--- src/rtl/calc_seq_ctrl.sv ---
// Key-driven sequencer for the 4-digit calculator.
// Builds decimal operands from keypad digits, latches the operator, runs a
// shared multi-cycle ALU through a start/done handshake, and chooses the
// value and error flag sent to the display path. Every output is registered.
module calc_seq_ctrl #(
  parameter int W       = 14,
  parameter int MAX_VAL = 9999,
  parameter int TIMEOUT = 64
) (
  input  logic         Clk,
  input  logic         Rst,
  input  logic         key_vld,
  input  logic [3:0]   key_code,
  output logic         alu_start,
  output logic [1:0]   alu_op,
  output logic [W-1:0] alu_a,
  output logic [W-1:0] alu_b,
  input  logic         alu_done,
  input  logic [W-1:0] alu_result,
  input  logic         alu_err,
  output logic [W-1:0] disp_num,
  output logic         disp_err,
  output logic         busy
);

  localparam int CW = $clog2(TIMEOUT + 1);

  typedef enum logic [2:0] {
    S_ENTER_A,
    S_OP,
    S_ENTER_B,
    S_EXEC,
    S_WAIT,
    S_RESULT,
    S_ERR
  } state_t;

  state_t         state_q, state_d;
  logic [W-1:0]   a_q, a_d;
  logic [W-1:0]   b_q, b_d;
  logic [W-1:0]   r_q, r_d;
  logic [1:0]     op_q, op_d;
  logic           pend_q, pend_d;
  logic [CW-1:0]  cnt_q, cnt_d;
  logic [W-1:0]   disp_d;

  // Key classification
  logic         is_digit, is_op, is_eq, is_clr;
  logic [W-1:0] digit_w;
  logic [1:0]   key_op;
  logic         a_room, b_room, timeout_hit, pend_now, clear;

  assign is_digit    = key_vld && (key_code < 4'd10);
  assign is_op       = key_vld && (key_code >= 4'd10) && (key_code <= 4'd13);
  assign is_eq       = key_vld && (key_code == 4'd14);
  assign is_clr      = key_vld && (key_code == 4'd15);
  assign digit_w     = W'(key_code);
  assign key_op      = 2'(key_code - 4'd10);
  // Below 1000 another digit still fits in four decimal places.
  assign a_room      = a_q < W'(1000);
  assign b_room      = b_q < W'(1000);
  assign timeout_hit = cnt_q == CW'(TIMEOUT - 1);
  // A 'C' seen now or earlier during the ALU run both mean "clear when it ends".
  assign pend_now    = pend_q || is_clr;

  // x*10 + d without a multiplier; inputs are < 1000 so the sum never exceeds 9999.
  function automatic logic [W-1:0] acc10(input logic [W-1:0] x, input logic [W-1:0] d);
    return (x << 3) + (x << 1) + d;
  endfunction

  // Next-state, operand and display selection
  always_comb begin
    // NOTE: every variable gets a default before the case so no path leaves one unassigned and infers a latch.
    state_d = state_q;
    a_d     = a_q;
    b_d     = b_q;
    r_d     = r_q;
    op_d    = op_q;
    pend_d  = pend_q;
    cnt_d   = cnt_q;
    clear   = 1'b0;
    disp_d  = '0;

    unique case (state_q)
      S_ENTER_A: begin
        if (is_clr) clear = 1'b1;
        else if (is_digit) begin
          if (a_room) a_d = acc10(a_q, digit_w);
        end else if (is_op) begin
          op_d    = key_op;
          state_d = S_OP;
        end
      end
      S_OP: begin
        if (is_clr) clear = 1'b1;
        else if (is_digit) begin
          b_d     = digit_w;
          state_d = S_ENTER_B;
        end else if (is_op) op_d = key_op;
      end
      S_ENTER_B: begin
        if (is_clr) clear = 1'b1;
        else if (is_digit) begin
          if (b_room) b_d = acc10(b_q, digit_w);
        end else if (is_eq) begin
          // Divide by zero is caught here so the ALU is never launched for it.
          if (op_q == 2'b11 && b_q == '0) state_d = S_ERR;
          else                            state_d = S_EXEC;
        end
      end
      S_EXEC: begin
        if (is_clr) pend_d = 1'b1;
        cnt_d   = '0;
        state_d = S_WAIT;
      end
      S_WAIT: begin
        if (alu_done || timeout_hit) begin
          if (pend_now) clear = 1'b1;
          else if (alu_done) begin
            if (alu_err || alu_result > W'(MAX_VAL)) state_d = S_ERR;
            else begin
              r_d     = alu_result;
              state_d = S_RESULT;
            end
          end else state_d = S_ERR;
        end else begin
          pend_d = pend_now;
          cnt_d  = cnt_q + 1'b1;
        end
      end
      S_RESULT: begin
        if (is_clr) clear = 1'b1;
        else if (is_digit) begin
          a_d     = digit_w;
          b_d     = '0;
          state_d = S_ENTER_A;
        end else if (is_op) begin
          a_d     = r_q;
          op_d    = key_op;
          state_d = S_OP;
        end
      end
      S_ERR: begin
        if (is_clr) clear = 1'b1;
      end
      default: clear = 1'b1;
    endcase

    if (clear) begin
      state_d = S_ENTER_A;
      a_d     = '0;
      b_d     = '0;
      r_d     = '0;
      op_d    = 2'b00;
      pend_d  = 1'b0;
      cnt_d   = '0;
    end

    unique case (state_d)
      S_ENTER_A, S_OP:          disp_d = a_d;
      S_ENTER_B, S_EXEC, S_WAIT: disp_d = b_d;
      S_RESULT:                 disp_d = r_d;
      default:                  disp_d = '0;
    endcase
  end

  // State, operand and registered-output update
  always_ff @(posedge Clk or posedge Rst) begin
    if (Rst) begin
      state_q   <= S_ENTER_A;
      a_q       <= '0;
      b_q       <= '0;
      r_q       <= '0;
      op_q      <= 2'b00;
      pend_q    <= 1'b0;
      cnt_q     <= '0;
      alu_start <= 1'b0;
      disp_num  <= '0;
      disp_err  <= 1'b0;
      busy      <= 1'b0;
    end else begin
      // NOTE: non-blocking assignments so every register samples pre-edge values regardless of statement order.
      state_q   <= state_d;
      a_q       <= a_d;
      b_q       <= b_d;
      r_q       <= r_d;
      op_q      <= op_d;
      pend_q    <= pend_d;
      cnt_q     <= cnt_d;
      alu_start <= (state_d == S_EXEC);
      disp_num  <= disp_d;
      disp_err  <= (state_d == S_ERR);
      busy      <= (state_d == S_EXEC) || (state_d == S_WAIT);
    end
  end

  // Operands and operator come straight from their registers; keys are dropped
  // during EXEC/WAIT so they stay stable for the whole ALU run.
  assign alu_op = op_q;
  assign alu_a  = a_q;
  assign alu_b  = b_q;

endmodule

--- config.mk ---
export PLATFORM = sky130hd
export DESIGN_NAME = calc_seq_ctrl
export DESIGN_NICKNAME = d
export VERILOG_FILES = /design/src/rtl/calc_seq_ctrl.sv
export SDC_FILE = /design/constraint.sdc
export NUM_CORES = 1
export LEC_CHECK = 0
export ABC_CLOCK_PERIOD_IN_PS = 3500
export BUFFER_PORTS_ARGS = -buffer_cell sky130_fd_sc_hd__buf_2
export CORE_MARGIN = 2
export CORE_UTILIZATION = 58
export DETAILED_ROUTE_END_ITERATION = 8
export GPL_ROUTABILITY_DRIVEN = 0
export PLACE_DENSITY = 0.78
export REMOVE_ABC_BUFFERS = 1
export SYNTH_ARGS = -nofsm -noshare
export SYNTH_HDL_FRONTEND = slang
export SYNTH_SLANG_ARGS = --single-unit
--- constraint.sdc ---
create_clock -name Clk -period 3.5 [get_ports Clk]
set_input_delay 0.875 -clock Clk [delete_from_list [all_inputs] [get_ports Clk]]
set_output_delay 0.875 -clock Clk [all_outputs]
set_load 0.005 [all_outputs]
# Word level (Yosys, flattened, before mapping)
# Cells that the tools add are included.
[word_totals]
reg_bits = 72
word_cells = 123
[classes]
n_eq_ne = 20
n_reduce_logical = 23
n_lt_le_gt_ge = 6
n_mux = 57
add_sub_neg = 6
[op_table]
columns = ["cell", "count"]
rows = [
  ["two-way mux 14 bit", 21],
  ["one-hot mux 14 bit (3 select lines)", 2],
  ["two-way mux 3 bit", 15],
  ["adder 14 bit", 2],
  ["adder 14 x 4 -> 14 bit", 2],
  ["< comparator 14 x 10 -> 1 bit, second input constant", 2],
  ["one-hot mux 14 bit (2 select lines)", 1],
  ["equality test 3 bit, second input constant", 6],
  ["one-hot mux 3 bit (6 select lines)", 1],
  ["> comparator 14 bit, second input constant", 1],
  ["logical NOT 14 bit", 1],
  ["two-way mux 7 bit", 2],
  ["one-hot mux 7 bit (2 select lines)", 1],
  ["equality test 3 x 2 -> 1 bit, second input constant", 4],
  ["two-way mux 2 bit", 6],
  ["equality test 4 bit, second input constant", 2],
  ["adder 7 x 1 -> 7 bit, second input constant", 1],
  ["equality test 7 x 6 -> 1 bit, second input constant", 1],
  ["equality test 3 x 1 -> 1 bit, second input constant", 2],
  ["logical AND 1 bit", 6],
  ["logical NOT 3 bit", 2],
  ["two-way mux 1 bit", 6],
  ["!= test 3 bit, second input constant", 2],
  ["OR reduction 3 bit", 2],
  ["16 further kinds", 21],
]

# Longest topological paths before layout
[depth]
word_depth = 11
depth_mapped = 13
ltp_nobuf = 12

# Worst setup path before layout
# No wires, ideal clock.
[synth_path]
path_kind = "input to register"
from = "in key_code[3]"
to = "reg disp_num[10]"
arrival_time_ns = 3.451
n_path_buf = 1
cell_stages = 13
setup_ns = 0.126
slack_ns = -0.077
cell_sequence = "buf_2 > inv_1 > fa_1 > inv_1 > ha_1 > nor2b_1 > o31a_1 > o31a_1 > o21a_1 > or3_1 > a32oi_1 > nor2_1 > a221o_1"
[synth_via]
word_cells_on_any_way = 61
classes_between = "add/sub: 2; order compare: 3; eq/ne: 7; mux: 40; reduce/logical: 9"
[synth_rtl]
columns = ["element", "line_no", "text"]
rows = [
  ["start, declared", "13", "input logic [3:0] key_code,"],
  ["branches (longest 6 deep; another with adder 14 x 4 -> 14 bit)", "n/a", ""],
  ["two-way mux 14 bit (*)", "149", "if (clear) begin"],
  ["named net b_d[10]", "40", "logic [W-1:0] b_q, b_d;"],
  ["one-hot mux 14 bit (3 select lines) (*)", "159", "unique case (state_d)"],
  ["named net disp_d[10]", "45", "logic [W-1:0] disp_d;"],
  ["end signal, assigned", "191", "disp_num <= disp_d;"],
  ["end, declared", "21", "output logic [W-1:0] disp_num,"],
]
# Mark *: on every way through the listed nets, which the timed path passes.
# A chain may end at the register's enable or synchronous reset.

# Final worst setup path
# Ends and elaborated chain as after synthesis.

==> impl_metrics.env <==
export IMPL_crit_type="in2reg"
export IMPL_dpl_instance_area_mm2=0.00573
export IMPL_cts_tree="done"
export IMPL_final_cells=762
export IMPL_ir_drop_mv=0.415
export IMPL_die_area_mm2=0.00935
export IMPL_htreeDepth=3
export IMPL_utilization=0.722
export IMPL_areaGrowthSynthToFinish_pct=19.6
export IMPL_clockBufferDepth=2
export IMPL_dp_hpwl_um=10800
export IMPL_initial_core_util=0.604
export IMPL_critPathMaxFanout=4
export IMPL_synthTopCellsByArea="dfrtp_1 (36%), ha_1 (11%), nand2_1 (4.3%), nor2_1 (4.0%), mux2i_1 (3.4%)"
export IMPL_yosysWarnings=0
export IMPL_cts_sinks=72
export IMPL_drive_gt1_frac=0.224
export IMPL_worstPathRequired_ps=3750
export IMPL_setup_ws_ps=107
export IMPL_ys_seq_area_frac=0.361
export IMPL_viasPerCell=6.34
export IMPL_drt_iter0_markers=444
export IMPL_io_pins=70
export IMPL_ys_ff_latch=72
export IMPL_syn_area_mm2=0.00499
export IMPL_start_kind="primary input"
export IMPL_powerDensity_mw_per_mm2=852
export IMPL_finalClockSkew_ps=16.2
export IMPL_cts_hold_buf=0
export IMPL_worstSkewPairLatency_ps=360
export IMPL_min_period_over_period=0.969
export IMPL_yosysMostFrequentCell="dfrtp_1"
export IMPL_crit_path_end_kind="flip-flop"
export IMPL_min_path_type="reg2reg"
export IMPL_status="finished, final reports clean"
export IMPL_yosys_area_top_type_share=0.361
export IMPL_grt_pass1_vias=4650
export IMPL_worst_slew_pin_slew_ps=863
export IMPL_portBuffers=69
export IMPL_wl_per_cell_um=19.0
export IMPL_nNetsFinal=724
export IMPL_first_pass_iters=5
export IMPL_leakage_nw=3.10
export IMPL_drt_total_wl_um=14500
export IMPL_reg2reg_slack_ps=400
export IMPL_die_h_um=96.7
export IMPL_yosysUniqueCellTypes=58
export IMPL_grt_pass1_wl_um=23300
export IMPL_async_reset_ff_frac=1.00
export IMPL_n_antenna_cell=0
export IMPL_overflow=0
export IMPL_maxSlewViolCount=0
export IMPL_num_vias=4831
export IMPL_clk_pin_slew_ps=80
export IMPL_synth_common_cells="dfrtp_1 (72), nand2_1 (57), nor2_1 (53)"
export IMPL_rows=33
export IMPL_max_slew_margin=0.424
export IMPL_synth_enable_flop_cells=0
export IMPL_critPathArrivalTime_ps=3640
export IMPL_ant_nets=0
export IMPL_drc_errors=0
export IMPL_numCtsBuffers=9
export IMPL_netlist_instances=548
export IMPL_core_area_mm2=0.00826
export IMPL_fmax_mhz=295
export IMPL_cap_violations=0
export IMPL_rsz0062_at_grt="no"
export IMPL_hold_violations=0
export IMPL_grt_max_degree=41
export IMPL_final_area_mm2=0.00596
export IMPL_setup_violations=0
export IMPL_synth_top_area_cell="dfrtp_1"
export IMPL_tns_ps=0
export IMPL_clock_root_buffer="clkbuf_8"
export IMPL_dp_slack_ps=-234
export IMPL_grt_usage=0.310
export IMPL_antenna_found_initial=0
export IMPL_dp_cells=746
export IMPL_period_minus_slack_ps=3390
export IMPL_die_w_um=96.7
export IMPL_syn_avg_cell_area_um2=9.10
export IMPL_synth_main_ff_cell="dfrtp_1"
report_power, final:
group | switching [W] | internal, W | total, W
Sequential | 0.000347 | 0.00113 | 0.00147
Combinational | 0.00156 | 0.00128 | 0.00284
Clock | 0.000338 | 0.000424 | 0.000763
Total | 0.00225 | 0.00283 | 0.00508
stage by stage:
stage	power, W	hold WS [ps]
floorplan	0.00318	511
global placement	0.00416	535
detailed placement	0.00424	531
CTS	0.00502	552
global route	0.00545	597
finish	0.00508	547
cell families after synthesis:
logic type	synth area share
muxes	0.0477
adders and majority gates	0.129
xor gates and xnor gates	0.0404
and+or+nand+nor	0.190
DFF	0.361
AOI/OAI and AO/OA	0.197
buffers and inverters	0.0344
area by class of cell:
type | instances | area [um^2]
clock buffers | 12 | 145
clock inverters | 4 | 77.6
fillers | 643 | 2290
inverters | 21 | 78.8
flip-flops and latches | 72 | 1800
well taps | 105 | 131
repair buffers | 114 | 708
multi-input cells | 434 | 3020
path summary, 6_finish.rpt:
check	start	endpoint	cells past startpoint
setup / recovery	key_code[3]	disp_num[10]$_DFF_PP0_	12
hold / removal	alu_op[1]$_DFFE_PP0P_	alu_op[1]$_DFFE_PP0P_	2
setup reg to reg	alu_b[0]$_DFF_PP0_	disp_num[10]$_DFF_PP0_	11
hold reg to reg	alu_op[1]$_DFFE_PP0P_	alu_op[1]$_DFFE_PP0P_	2
max in group asynchronous	Rst	r_q[8]$_DFF_PP0_	3
min in group asynchronous	Rst	alu_op[0]$_DFFE_PP0P_	2
per-layer routing:
layer,track usage,part of all wire,vias to the layer above
li1,-,-,2242
met1,0.439,0.43,2299
met2,0.489,0.46,253
met3,0.0405,0.081,37
met4,0.118,0.033,0
met5,0,0,-
cells in the final DEF (no fill, tap or decap), drive strengths merged, types with 5 or more instances in the layout:
master | synthesis | layout
nand3 | 28 | 28
nor2 | 53 | 53
a21oi | 32 | 32
or3 | 5 | 5
a222oi | 6 | 6
buf | 11 | 114
nand2b | 5 | 5
inv | 21 | 21
nand4 | 6 | 6
o21ai | 30 | 30
and2 | 6 | 6
mux2 | 6 | 6
nand2 | 58 | 58
dfrtp | 72 | 72
mux2i | 17 | 17
and3 | 5 | 5
nor2b | 7 | 7
a22oi | 14 | 14
nor4 | 6 | 6
xnor2 | 14 | 14
xor2 | 9 | 9
clkbuf | 10 | 12
ha | 45 | 45
a31oi | 11 | 11
nor3 | 12 | 12
o21a | 5 | 5
worst max-delay path: stages:
cell	delay [ps]
buf_2	160
inv_1	100
fa_1	600
fa_1	230
nor2b_1	70
o31a_1	260
o31a_1	280
o21a_1	200
or3_1	310
a32oi_1	200
nor2_1	70
a221o_1	290
repair_timing:
action | in CTS | in global routing
setup endpoints to repair | 0 | 2
gates resized for setup | 0 | 3
setup buffers | 0 | 0
state kept, by name (all words and copies together) (netlist names):
name       flops
alu_a         14
alu_start      1
cnt_q          7
state_q        3
disp_err       1
busy           1
r_q           14
alu_b         14
disp_num      14
pend_q         1
alu_op         2
(Power assumes the default switching activity.)
